**src/rtl/p2s_block_tx_if.sv**
```systemverilog
// Handshake bundle for p2s_block_tx: parallel block in, serial word stream out.
// master = block producer / word consumer; slave = the transmitter.
interface p2s_block_tx_if #(
  parameter int BLOCK_SIZE = 4,
  parameter int WORD_SIZE  = 8
);
  logic [BLOCK_SIZE*WORD_SIZE-1:0] p_data;
  logic                            p_valid;
  logic                            p_ready;
  logic [WORD_SIZE-1:0]            s_data;
  logic                            s_valid;
  logic                            s_ready;
  logic                            s_first;
  logic                            s_last;
  logic                            busy;

  modport master (
    output p_data, p_valid, s_ready,
    input  p_ready, s_data, s_valid, s_first, s_last, busy
  );

  modport slave (
    input  p_data, p_valid, s_ready,
    output p_ready, s_data, s_valid, s_first, s_last, busy
  );
endinterface

```
**src/rtl/p2s_block_tx.sv**
```systemverilog
// Parallel-to-serial block transmitter: word 0 first, with one pending-block
// buffer so back-to-back blocks stream without a bubble.
module p2s_block_tx #(
  parameter int BLOCK_SIZE = 4,
  parameter int WORD_SIZE  = 8
) (
  input  logic            clk,
  input  logic            rst_n,
  p2s_block_tx_if.slave   bus
);
  localparam int CW = (BLOCK_SIZE > 1) ? $clog2(BLOCK_SIZE) : 1;

  typedef enum logic {IDLE = 1'b0, SHIFT = 1'b1} state_t;

  state_t                                r_state;
  logic [BLOCK_SIZE-1:0][WORD_SIZE-1:0]  r_shreg;
  logic [BLOCK_SIZE-1:0][WORD_SIZE-1:0]  r_pend;
  logic                                  r_pend_full;
  logic [CW-1:0]                         r_cnt;

  logic [BLOCK_SIZE-1:0][WORD_SIZE-1:0]  w_shift;
  logic                                  w_active;
  logic                                  w_accept;
  logic                                  w_xfer;
  logic                                  w_lastw;

  // Right shift by one word, zero fill at the top so the register drains to 0.
  for (genvar k = 0; k < BLOCK_SIZE; k++) begin : g_shift
    if (k == BLOCK_SIZE-1) begin : g_top
      assign w_shift[k] = '0;
    end else begin : g_mid
      assign w_shift[k] = r_shreg[k+1];
    end
  end

  assign w_active = (r_state == SHIFT);
  assign w_lastw  = (r_cnt == CW'(BLOCK_SIZE-1));
  assign w_accept = bus.p_valid && bus.p_ready;
  assign w_xfer   = w_active && bus.s_ready;

  assign bus.p_ready = rst_n && !r_pend_full;
  assign bus.s_data  = r_shreg[0];
  assign bus.s_valid = w_active;
  assign bus.s_first = w_active && (r_cnt == '0);
  assign bus.s_last  = w_active && w_lastw;
  assign bus.busy    = w_active || r_pend_full;

  always_ff @(posedge clk or negedge rst_n) begin
    if (!rst_n) begin
      r_state     <= IDLE;
      r_shreg     <= '0;
      r_pend      <= '0;
      r_pend_full <= 1'b0;
      r_cnt       <= '0;
    end else begin
      case (r_state)
        IDLE: begin
          if (w_accept) begin
            r_shreg <= bus.p_data;
            r_cnt   <= '0;
            r_state <= SHIFT;
          end
        end
        SHIFT: begin
          if (w_xfer && w_lastw) begin
            r_cnt <= '0;
            // Pending block has priority; accept is blocked while it is full.
            if (r_pend_full) begin
              r_shreg     <= r_pend;
              r_pend_full <= 1'b0;
            end else if (w_accept) begin
              r_shreg <= bus.p_data;
            end else begin
              r_shreg <= w_shift;
              r_state <= IDLE;
            end
          end else begin
            if (w_xfer) begin
              r_shreg <= w_shift;
              r_cnt   <= r_cnt + CW'(1);
            end
            if (w_accept) begin
              r_pend      <= bus.p_data;
              r_pend_full <= 1'b1;
            end
          end
        end
        default: r_state <= IDLE;
      endcase
    end
  end
endmodule

```
**src/flat_wrapper.sv**
```systemverilog
// flat-port wrapper written by rule: the top's interface ports become plain ports
module p2s_block_tx_flat 
#(
  parameter int BLOCK_SIZE = 4,
  parameter int WORD_SIZE  = 8
)
  (clk, rst_n, bus_p_data, bus_p_valid, bus_s_ready, bus_p_ready, bus_s_data, bus_s_valid, bus_s_first, bus_s_last, bus_busy);
  p2s_block_tx_if #(.BLOCK_SIZE(BLOCK_SIZE), .WORD_SIZE(WORD_SIZE)) bus_i ();
  input  logic clk;
  input  logic rst_n;
  input wire logic [$bits(bus_i.p_data)-1:0] bus_p_data;
  input wire logic [$bits(bus_i.p_valid)-1:0] bus_p_valid;
  input wire logic [$bits(bus_i.s_ready)-1:0] bus_s_ready;
  output wire logic [$bits(bus_i.p_ready)-1:0] bus_p_ready;
  output wire logic [$bits(bus_i.s_data)-1:0] bus_s_data;
  output wire logic [$bits(bus_i.s_valid)-1:0] bus_s_valid;
  output wire logic [$bits(bus_i.s_first)-1:0] bus_s_first;
  output wire logic [$bits(bus_i.s_last)-1:0] bus_s_last;
  output wire logic [$bits(bus_i.busy)-1:0] bus_busy;
  assign bus_i.p_data = bus_p_data;
  assign bus_i.p_valid = bus_p_valid;
  assign bus_i.s_ready = bus_s_ready;
  assign bus_p_ready = bus_i.p_ready;
  assign bus_s_data = bus_i.s_data;
  assign bus_s_valid = bus_i.s_valid;
  assign bus_s_first = bus_i.s_first;
  assign bus_s_last = bus_i.s_last;
  assign bus_busy = bus_i.busy;
  p2s_block_tx #(.BLOCK_SIZE(BLOCK_SIZE), .WORD_SIZE(WORD_SIZE)) u_core (.clk(clk), .rst_n(rst_n), .bus(bus_i));
endmodule
```
**config.mk**
```make
export PLATFORM = sky130hd
export DESIGN_NAME = p2s_block_tx_flat
export DESIGN_NICKNAME = d
export VERILOG_FILES = /design/src/rtl/p2s_block_tx_if.sv /design/src/rtl/p2s_block_tx.sv /design/src/flat_wrapper.sv
export SDC_FILE = /design/constraint.sdc
export NUM_CORES = 1
export LEC_CHECK = 0
export ABC_AREA = 1
export CORE_UTILIZATION = 48
export CTS_CLUSTER_SIZE = 40
export DETAILED_ROUTE_END_ITERATION = 12
export GPL_TIMING_DRIVEN = 0
export PLACE_DENSITY = 0.7
export RECOVER_POWER = 25
export SYNTH_ARGS = -nofsm -noshare
export SYNTH_HDL_FRONTEND = slang
export SYNTH_SLANG_ARGS = --single-unit
```
**constraint.sdc**
```tcl
create_clock -name clk -period 2 [get_ports clk]
set_input_delay 0.4 -clock clk [delete_from_list [all_inputs] [get_ports clk]]
set_output_delay 0.4 -clock clk [all_outputs]
set_load 0.005 [all_outputs]
```
# Word-level counts from Yosys, hierarchy flattened
# Index checks and enable logic that the tools add are counted.
dict set report word_totals {
  input_bits 36
  elab_cells 46
  register_bits 68
  out_inout_bits 13
}
dict set report op_classes {
  reduce_logical 13
  bitwise_logic 2
  add_sub_neg 1
  n_mux 16
  eq_ne 3
}
# cell count
set op_table {}
lappend op_table {{two-way mux 32 bit} 5}
lappend op_table {{case mux 32 bit (2 select lines)} 1}
lappend op_table {{logical AND 1 bit} 6}
lappend op_table {{two-way mux 2 bit} 3}
lappend op_table {{two-way mux 1 bit} 5}
lappend op_table {{case mux 2 bit (2 select lines)} 1}
lappend op_table {{AND reduction 2 bit} 2}
lappend op_table {{!= test 3 bit (second input constant)} 1}
lappend op_table {{AND reduction 3 bit} 1}
lappend op_table {{adder 2 x 1 -> 2 bit (second input constant)} 1}
lappend op_table {{== test 2 bit (second input constant)} 1}
lappend op_table {{logical NOT 2 bit} 1}
lappend op_table {{!= test 2 x 1 -> 1 bit (second input constant)} 1}
lappend op_table {{NOT 1 bit} 2}
lappend op_table {{case mux 1 bit (2 select lines)} 1}
lappend op_table {{nonzero test 2 bit} 1}
lappend op_table {{logical NOT 1 bit} 1}
lappend op_table {{logical OR 1 bit} 1}

# Longest topological paths before layout
# Gate-level depths: netlist of the first run.
dict set report logic_depth {
  word_depth 7
  ltp_mapped 9
  ltp_nobuf 8
}

# Worst setup path after synthesis of the first run
# No wires, ideal clock.
dict set report synth_path {
  path_kind {register -> register}
  from {reg u_core.r_cnt[0]}
  to {reg u_core.r_shreg (netlist bit u_core.bus.s_data[7])}
  t_required_ns 1.883
  setup_time_ns 0.117
  setup_slack_ns 0.580
  arrival_time_ns 1.303
  synth_period_minus_slack_ns 1.420
  stages_incl_launch_ff 9
  path_cell_list {dfrtp_1 > ha_1 > nand3_4 > clkbuf_1 > nand3_1 > nand2_1 > nand2_1 > nand2_1 > nand2_1}
}
dict set report synth_via {
  elab_chain_len 4
  word_cells_on_any_way 6
  classes_between {2 x eq/ne; 2 x mux; 2 x reduce/logical}
}
# element line_no
set synth_lines {}
lappend synth_lines {{from (decl)} p2s_block_tx.sv:19} ;# logic [CW-1:0] r_cnt;
lappend synth_lines {{from (signal assigned)} p2s_block_tx.sv:80} ;# r_cnt <= r_cnt + CW'(1);
lappend synth_lines {{== test 2 bit (*)} p2s_block_tx.sv:37} ;# assign w_lastw = (r_cnt == CW'(BLOCK_SIZE-1));
lappend synth_lines {{logical AND 1 bit (*)} p2s_block_tx.sv:65} ;# if (w_xfer && w_lastw) begin
lappend synth_lines {{two-way mux 32 bit / != test 3 bit (equally long branches)} -}
lappend synth_lines {{case mux 32 bit (2 select lines) / AND reduction 2 bit (equally long branches)} -}
lappend synth_lines {{to (signal assigned)} p2s_block_tx.sv:59} ;# r_shreg <= bus.p_data;
lappend synth_lines {{to (signal assigned)} p2s_block_tx.sv:69} ;# r_shreg <= r_pend;
lappend synth_lines {{to (signal assigned)} p2s_block_tx.sv:72} ;# r_shreg <= bus.p_data;
lappend synth_lines {{to (decl)} p2s_block_tx.sv:16} ;# logic [BLOCK_SIZE-1:0][WORD_SIZE-1:0] r_shreg;
# Mark *: on every way between the ends. The rest lies on a longest branch, timed or not.
# A chain may end at the register's enable or synchronous reset.

# Worst setup path in the final report of the first run
dict set report layout_path {
  from {reg u_core.r_state (netlist: u_core.bus.s_valid)}
  to {out bus_busy}
}
dict set report layout_via {
  elab_chain_len 1
}
# element line_no
set layout_lines {}
lappend layout_lines {{from (decl)} p2s_block_tx.sv:15} ;# state_t r_state;
lappend layout_lines {{from (signal assigned)} p2s_block_tx.sv:50} ;# r_state <= IDLE;
lappend layout_lines {{from (signal assigned)} p2s_block_tx.sv:61} ;# r_state <= SHIFT;
lappend layout_lines {{from (signal assigned)} p2s_block_tx.sv:75} ;# r_state <= IDLE;
lappend layout_lines {{logical OR 1 bit} p2s_block_tx.sv:46} ;# assign bus.busy = w_active || r_pend_full;
lappend layout_lines {{to (decl)} flat_wrapper.sv:19} ;# output wire logic [$bits(bus_i.busy)-1:0] bus_busy;
# Every way passes these cells.

==> summary.txt, run 1 <==
most frequent cells in the layout - 293 x nand2_1, 67 x dfrtp_1, 60 x inv_1, 49 x nand3_1, 46 x clkdlybuf4s50_1
clock slew at reported path FFs - 70 ps
Post-Synthesis Cells - 628
final RePlAce weighted congestion - 0.912
num rows - 33
Critical Path Source Type - flip-flop
Remaining DRCs - 0
clock latency on the worst-skew pair - 340 ps
failing checks - max-capacitance violations, max-slew violations
Hold Crit Endpoint - u_core.bus.s_data[2]$_DFFE_PN0P_
Mapped Nets - 666
final net count - 725
Power per Cell Area - 1290 nW/um2
CP Buf/Inv Count - 3
WP data arrival - 1550 ps
DR vias/cell - 5.41
wire length per cell - 15.2 um
Worst R2R End - u_core.r_shreg[23]$_DFFE_PN0P_
worst r2r path cells - 8
hold path depth - 2
Routed WL - 12.1 mm
Slew @ Worst Pin - 1640 ps
reg-to-reg startpoint - u_core.r_cnt[0]$_DFFE_PN0P_
Die X - 95.1 um
Area Growth Syn to Fin - 20.1%
outcome - finished, violations left
critical path capture point type - output pin
Power, Total - 6.44 mW
Root Buffer - clkbuf_8
first-pass GRT wire length - 19.9 mm
Inserted Diodes - 0
Critical-path top delay cell - clkdlybuf4s50_1
Syn Std Cell Area - 4160 um2
Max FO, Critical Path - 10
ANT nets after route - 0
clock buffer depth - 2
cell taking the most area after synthesis - dfrtp_1
port bufs - 47
Vias - 4304
worst path cell trace - inv_1 > buf_6 > nand2_1 > clkdlybuf4s50_1
share of the synthesized area in the top cell type - 40.9%
Final Hold Violating Endpoints - 0
crit path kind - reg2out
Final WS setup - 53.4 ps
pins over their slew limit - 70
CTS tree - done
Slew headroom - -9.19%
Critical Path RT - 1600 ps
IR drop worst, VDD - 0.000547 V
Final Setup Violations - 0
total CTS buffers - 9
Starting Density - 50.2%
HPWL Detailed - 8.13 mm
max incr delay on CP - 450 ps
LEAKAGE - 2.73 nW
Avg Cell Area, Syn - 6.63 um2
part of the cycle the worst path needs - 97.3%
worst min-delay path startpoint - u_core.bus.s_data[2]$_DFFE_PN0P_
Die ar. - 9050 um2
hold crit path type - reg2reg
die height - 95.1 um
Setup Skew - 8.95 ps
largest net degree at the start of global routing - 35
core area - 8300 um2
drt first pass iters - 5
CP top delay family - buffers and inverters
sequential share of the synthesized area - 40.9%
vias in the first global route - 4056
Setup WS pre-CTS - -531 ps
yosys warns - 0
minimum clock period - 1950 ps
initial antenna violation count - 0
layout cells sized above 1 - 8.97%
unrepaired setup endpoints after global routing - yes
synth top area cells - dfrtp_1 41%, nand2_1 26%, nand3_1 5.9%, inv_1 5.5%, nand4_1 5.0%
gr ovfl total - 0
R2R setup slack - 210 ps
I/O pin cnt - 49
Yosys reg bits - 68
Setup TNS - 0 ps
Sink Count - 68
Max Clk Rate - 0.514 GHz
drt initial violations - 353
maxcap violations - 2
Tot GR Track Use - 28.8%
htree depth - 3
synth unique cells - 18
commonest non-fill, non-tap cell in the layout - nand2_1
## layer usage
| metal | vias up | part of all wire [%] | track usage (%) |
|---|---|---|---|
| met5 | - | 0 | 0 |
| met4 | 0 | 2.0 | 12.5 |
| met3 | 20 | 7.5 | 4.55 |
| met2 | 190 | 47 | 47.2 |
| met1 | 2010 | 43 | 37.4 |
| li1 | 2084 | - | - |
## per-stage QoR
stage | cells | instance area, um2 | hold slack (ps) | utilization (%)
floorplan | 628 | 4160 | 104 | -
global placement | 780 | 4760 | 464 | 57.4
detailed placement | 780 | 4760 | 465 | 57.4
CTS | 796 | 5020 | 2.25 | 60.5
global route | 796 | 5000 | 494 | 60.2
finish | 796 | 5000 | 482 | 60.2
## worst min-delay path, delay by kind of cell (launching register included)
kind | cells | cell delay (ps)
and+or+nand+nor | 2 | 100
DFF | 1 | 350
## worst max-delay path by stage
| stage | startpoint | endpoint | cells past startpoint |
|---|---|---|---|
| after detailed placement | rst_n | bus_p_ready | 5 |
| final | u_core.bus.s_valid$_DFF_PN0_ | bus_busy | 4 |
| after CTS | u_core.bus.s_valid$_DFF_PN0_ | bus_busy | 4 |
| after global placement | rst_n | bus_p_ready | 5 |
| after floorplan | u_core.r_cnt[0]$_DFFE_PN0P_ | u_core.bus.s_data[7]$_DFFE_PN0P_ | 8 |
| after global routing | u_core.r_cnt[1]$_DFFE_PN0P_ | bus_s_first | 5 |
## kinds of logic after synthesis
| group | after synthesis | synth area share [%] |
|---|---|---|
| simple gates | 382 | 39.0 |
| buf+inv | 116 | 12.4 |
| flops | 68 | 40.9 |
| compound gates | 60 | 7.21 |
| fa+ha+maj | 2 | 0.601 |
## sequential cells by signal, indices dropped and copies added (netlist names)
signal and count:
u_core.r_pend 32, u_core.bus.s_valid 1, u_core.bus.s_data 8, u_core.r_shreg 24
u_core.r_cnt 2, u_core.r_pend_full 1
## layout make-up
cell class                 count  area, um2
fill                         832       3300
multi-input combinational    444       1950
sequential                    68       1700
timing repair buffer          50        520
buffer                        49        275
inverter                      65        251
clock buffer                  13        159
tap                          105        131
clock inverter                 2       10.0
## power by group
part,internal (mW),switching (mW),leakage (nW)
combinational,1.26,1.83,1.79
sequential,1.99,0.322,0.857
clock,0.509,0.525,0.0893
## Yosys cell counts
cell	number
clkbuf_1	15
nand4_1	33
o21ai_0	34
buf_1	1
nand2_2	1
inv_2	4
buf_4	14
nor2_1	1
ha_1	2
dfrtp_1	68
buf_2	21
nand3_4	1
nor2_4	2
nand3_1	49
nand2_1	293
o21ai_1	26
inv_1	61
nand3_2	2
## timing repair
item / CTS / global route
gates cloned: 1 / 0
setup buffers: 1 / 0
hold buffers: 1 / 0
endpoints found under the setup margin: 71 / 3
hold endpoints to repair: 34 / 0
resized for setup: 11 / 5
Note: power is estimated with default switching activity, not from simulation.
==> inputs of run 2 (changes only) <==
--- a/config.mk
+++ b/config.mk
@@ -12,6 +12,7 @@
 export GPL_TIMING_DRIVEN = 0
 export PLACE_DENSITY = 0.7
 export RECOVER_POWER = 25
+export SLEW_MARGIN = 30
 export SYNTH_ARGS = -nofsm -noshare
 export SYNTH_HDL_FRONTEND = slang
 export SYNTH_SLANG_ARGS = --single-unit
==> run 2 against run 1 <==
Effect of this change: the flow now finishes without violations; critical path depth stayed put; clock skew is 1.9 ps higher; sequential cell count stayed put; maximum frequency is 0.22% lower; register-to-register slack hardly changed; worst setup slack worse by 4.2 ps; total power is 0.80% lower; final cell count is 0.63% higher; core utilization is 0.60 points higher; count of clock-buffer cells in the layout is 1 lower; sequential power hardly changed; highest routed layer unchanged.
==> summary.txt, run 2 (synthesized netlist as in run 1, its figures left out) <==
die height - 95.1 um (unchanged)
Placement Cell Area - 4790 um2 (was 4760 um2)
num rows - 33 (unchanged)
commonest non-fill, non-tap cell in the layout - nand2_1 (unchanged)
Die ar. - 9050 um2 (unchanged)
Most flops, register - u_core.r_pend (unchanged)
Largest register FFs - 32 (unchanged)
WP data arrival - 1550 ps (about the same)
vias in the first global route - 4154 (was 4056)
reg-to-reg startpoint - u_core.r_cnt[1]$_DFFE_PN0P_ (was u_core.r_cnt[0]$_DFFE_PN0P_)
htree depth - 3 (unchanged)
R2R setup slack - 200 ps (was 210 ps)
part of the cycle the worst path needs - 97.5% (was 97.3%)
Sink Count - 68 (unchanged)
Max FO, Critical Path - 19 (was 10)
pins over their slew limit - 0 (was 70)
Vias - 4337 (was 4304)
DR vias/cell - 5.41 (about the same)
IR drop worst, VDD - 0.000556 V (was 0.000547 V)
layout filler cell count - 798 (was 832)
total CTS buffers - 9 (unchanged)
largest net degree at the start of global routing - 24 (was 35)
gr ovfl total - 0 (unchanged)
maxcap violations - 0 (was 2)
initial antenna violation count - 0 (unchanged)
drt initial violations - 452 (was 353)
Routed WL - 12.2 mm (was 12.1 mm)
LEAKAGE - 2.76 nW (was 2.73 nW)
Tot GR Track Use - 29.4% (was 28.8%)
Final Setup Violations - 0 (unchanged)
Final Hold Violating Endpoints - 0 (unchanged)
Remaining DRCs - 0 (unchanged)
Setup Skew - 10.9 ps (was 8.95 ps)
outcome - complete, no violations (was finished, violations left)
I/O pin cnt - 49 (unchanged)
worst r2r path cells - 8 (unchanged)
post-route cell area - 5050 um2 (was 5000 um2)
critical path capture point type - output pin (unchanged)
Power per Cell Area - 1260 nW/um2 (was 1290 nW/um2)
Slew headroom - 15.4% (was -9.19%)
Worst R2R End - u_core.r_shreg[23]$_DFFE_PN0P_ (unchanged)
CTS tree - done (unchanged)
Area Growth Syn to Fin - 21.3% (was 20.1%)
minimum clock period - 1950 ps (about the same)
wire length per cell - 15.3 um (was 15.2 um)
hold path depth - 2 (unchanged)
port bufs - 47 (unchanged)
layout cells sized above 1 - 9.05% (was 8.97%)
final net count - 730 (was 725)
ANT nets after route - 0 (unchanged)
worst min-delay path startpoint - u_core.bus.s_data[3]$_DFFE_PN0P_ (was u_core.bus.s_data[2]$_DFFE_PN0P_)
Power, Total - 6.39 mW (was 6.44 mW)
first-pass GRT wire length - 20.0 mm (was 19.9 mm)
drt first pass iters - 5 (unchanged)
clock slew at reported path FFs - 70 ps (about the same)
crit path kind - reg2out (unchanged)
Inserted Diodes - 0 (unchanged)
Starting Density - 50.2% (unchanged)
Max Clk Rate - 0.513 GHz (was 0.514 GHz)
most frequent cells in the layout - 293 x nand2_1, 67 x dfrtp_1, 59 x inv_1, 49 x nand3_1, 43 x clkdlybuf4s50_1 (was 293 x nand2_1, 67 x dfrtp_1, 60 x inv_1, 49 x nand3_1, 46 x clkdlybuf4s50_1)
Critical Path RT - 1600 ps (about the same)
clock latency on the worst-skew pair - 350 ps (was 340 ps)
HPWL Detailed - 8.19 mm (was 8.13 mm)
hold crit path type - reg2reg (unchanged)
core area - 8300 um2 (unchanged)
clock buffer depth - 2 (unchanged)
Critical Path Source Type - flip-flop (unchanged)
Die X - 95.1 um (unchanged)
Hold Crit Endpoint - u_core.bus.s_data[3]$_DFFE_PN0P_ (was u_core.bus.s_data[2]$_DFFE_PN0P_)
Root Buffer - clkbuf_8 (unchanged)
unrepaired setup endpoints after global routing - yes (unchanged)
Slew @ Worst Pin - 1270 ps (was 1640 ps)
final RePlAce weighted congestion - 0.912 (unchanged)
==> run 2: layout make-up <==
type                            instances  area [um2]  area share [%]
Buffer                                 49         278            5.50
Timing Repair Buffer                   55         577            11.4
Inverter                               65         251            4.98
Sequential cell                        68        1700            33.7
Multi-Input combinational cell        444        1960            38.8
Clock inverter                          3        15.0           0.297
Tap cell                              105         131            2.60
Clock buffer                           12         135            2.68
==> run 2: worst max-delay path, stage by stage (launching register included) <==
cell             delay [ps]
dfrtp_2                 400
buf_8                   190
nand2_1                  70
inv_1                    60
clkdlybuf4s50_1         490
==> run 2: what timing repair did <==
item / in CTS / in global routing
hold buffers: 3 / 0
gates resized for setup: 11 / 9
buffers inserted: 1 / 0
pin swaps: 0 / 0
gates cloned: 3 / 0
endpoints found under the hold margin: 22 / 0
endpoints found under the setup margin: 4 / 4
==> run 2: worst max-delay path by stage <==
stage | start | to | slack, ps | depth (start not counted)
after floorplan | u_core.r_cnt[0]$_DFFE_PN0P_ | u_core.bus.s_data[7]$_DFFE_PN0P_ | 580 | 8
after detailed placement | rst_n | bus_p_ready | -340 | 6
after global routing | u_core.bus.s_valid$_DFF_PN0_ | bus_s_last | -10 | 4
after CTS | u_core.r_cnt[1]$_DFFE_PN0P_ | bus_s_last | 20 | 4
final | u_core.bus.s_valid$_DFF_PN0_ | bus_s_last | 50 | 4
after global placement | rst_n | bus_p_ready | -2760 | 5
==> run 2: per-layer routing <==
layer | vias to the layer above | GRT usage, % | wire, um
met3 | 25 | 5.10 | 759
met1 | 2007 | 38.4 | 5420
met4 | 0 | 15.5 | 324
met2 | 209 | 46.3 | 5710
met5 | - | 0 | 0
li1 | 2096 | - | -
==> run 2: power breakdown <==
group,switching (mW),internal [mW]
logic,1.84,1.28
registers,0.328,1.99
clock network,0.523,0.439
total,2.69,3.70
==> run 2: stage by stage <==
step | setup slack, ps | hold slack, ps | TNS, ps | util [%] | instances
after detailed placement | -343 | 323 | -16530 | 57.7 | 781
after global placement | -2760 | 464 | -308720 | 57.4 | 780
final | 49.2 | 481 | 0 | 60.8 | 801
after floorplan | 580 | 104 | 0 | - | 628
after CTS | 18.7 | 95.5 | 0 | 61.5 | 801
after global routing | -10.4 | 494 | -10.4 | 60.8 | 801
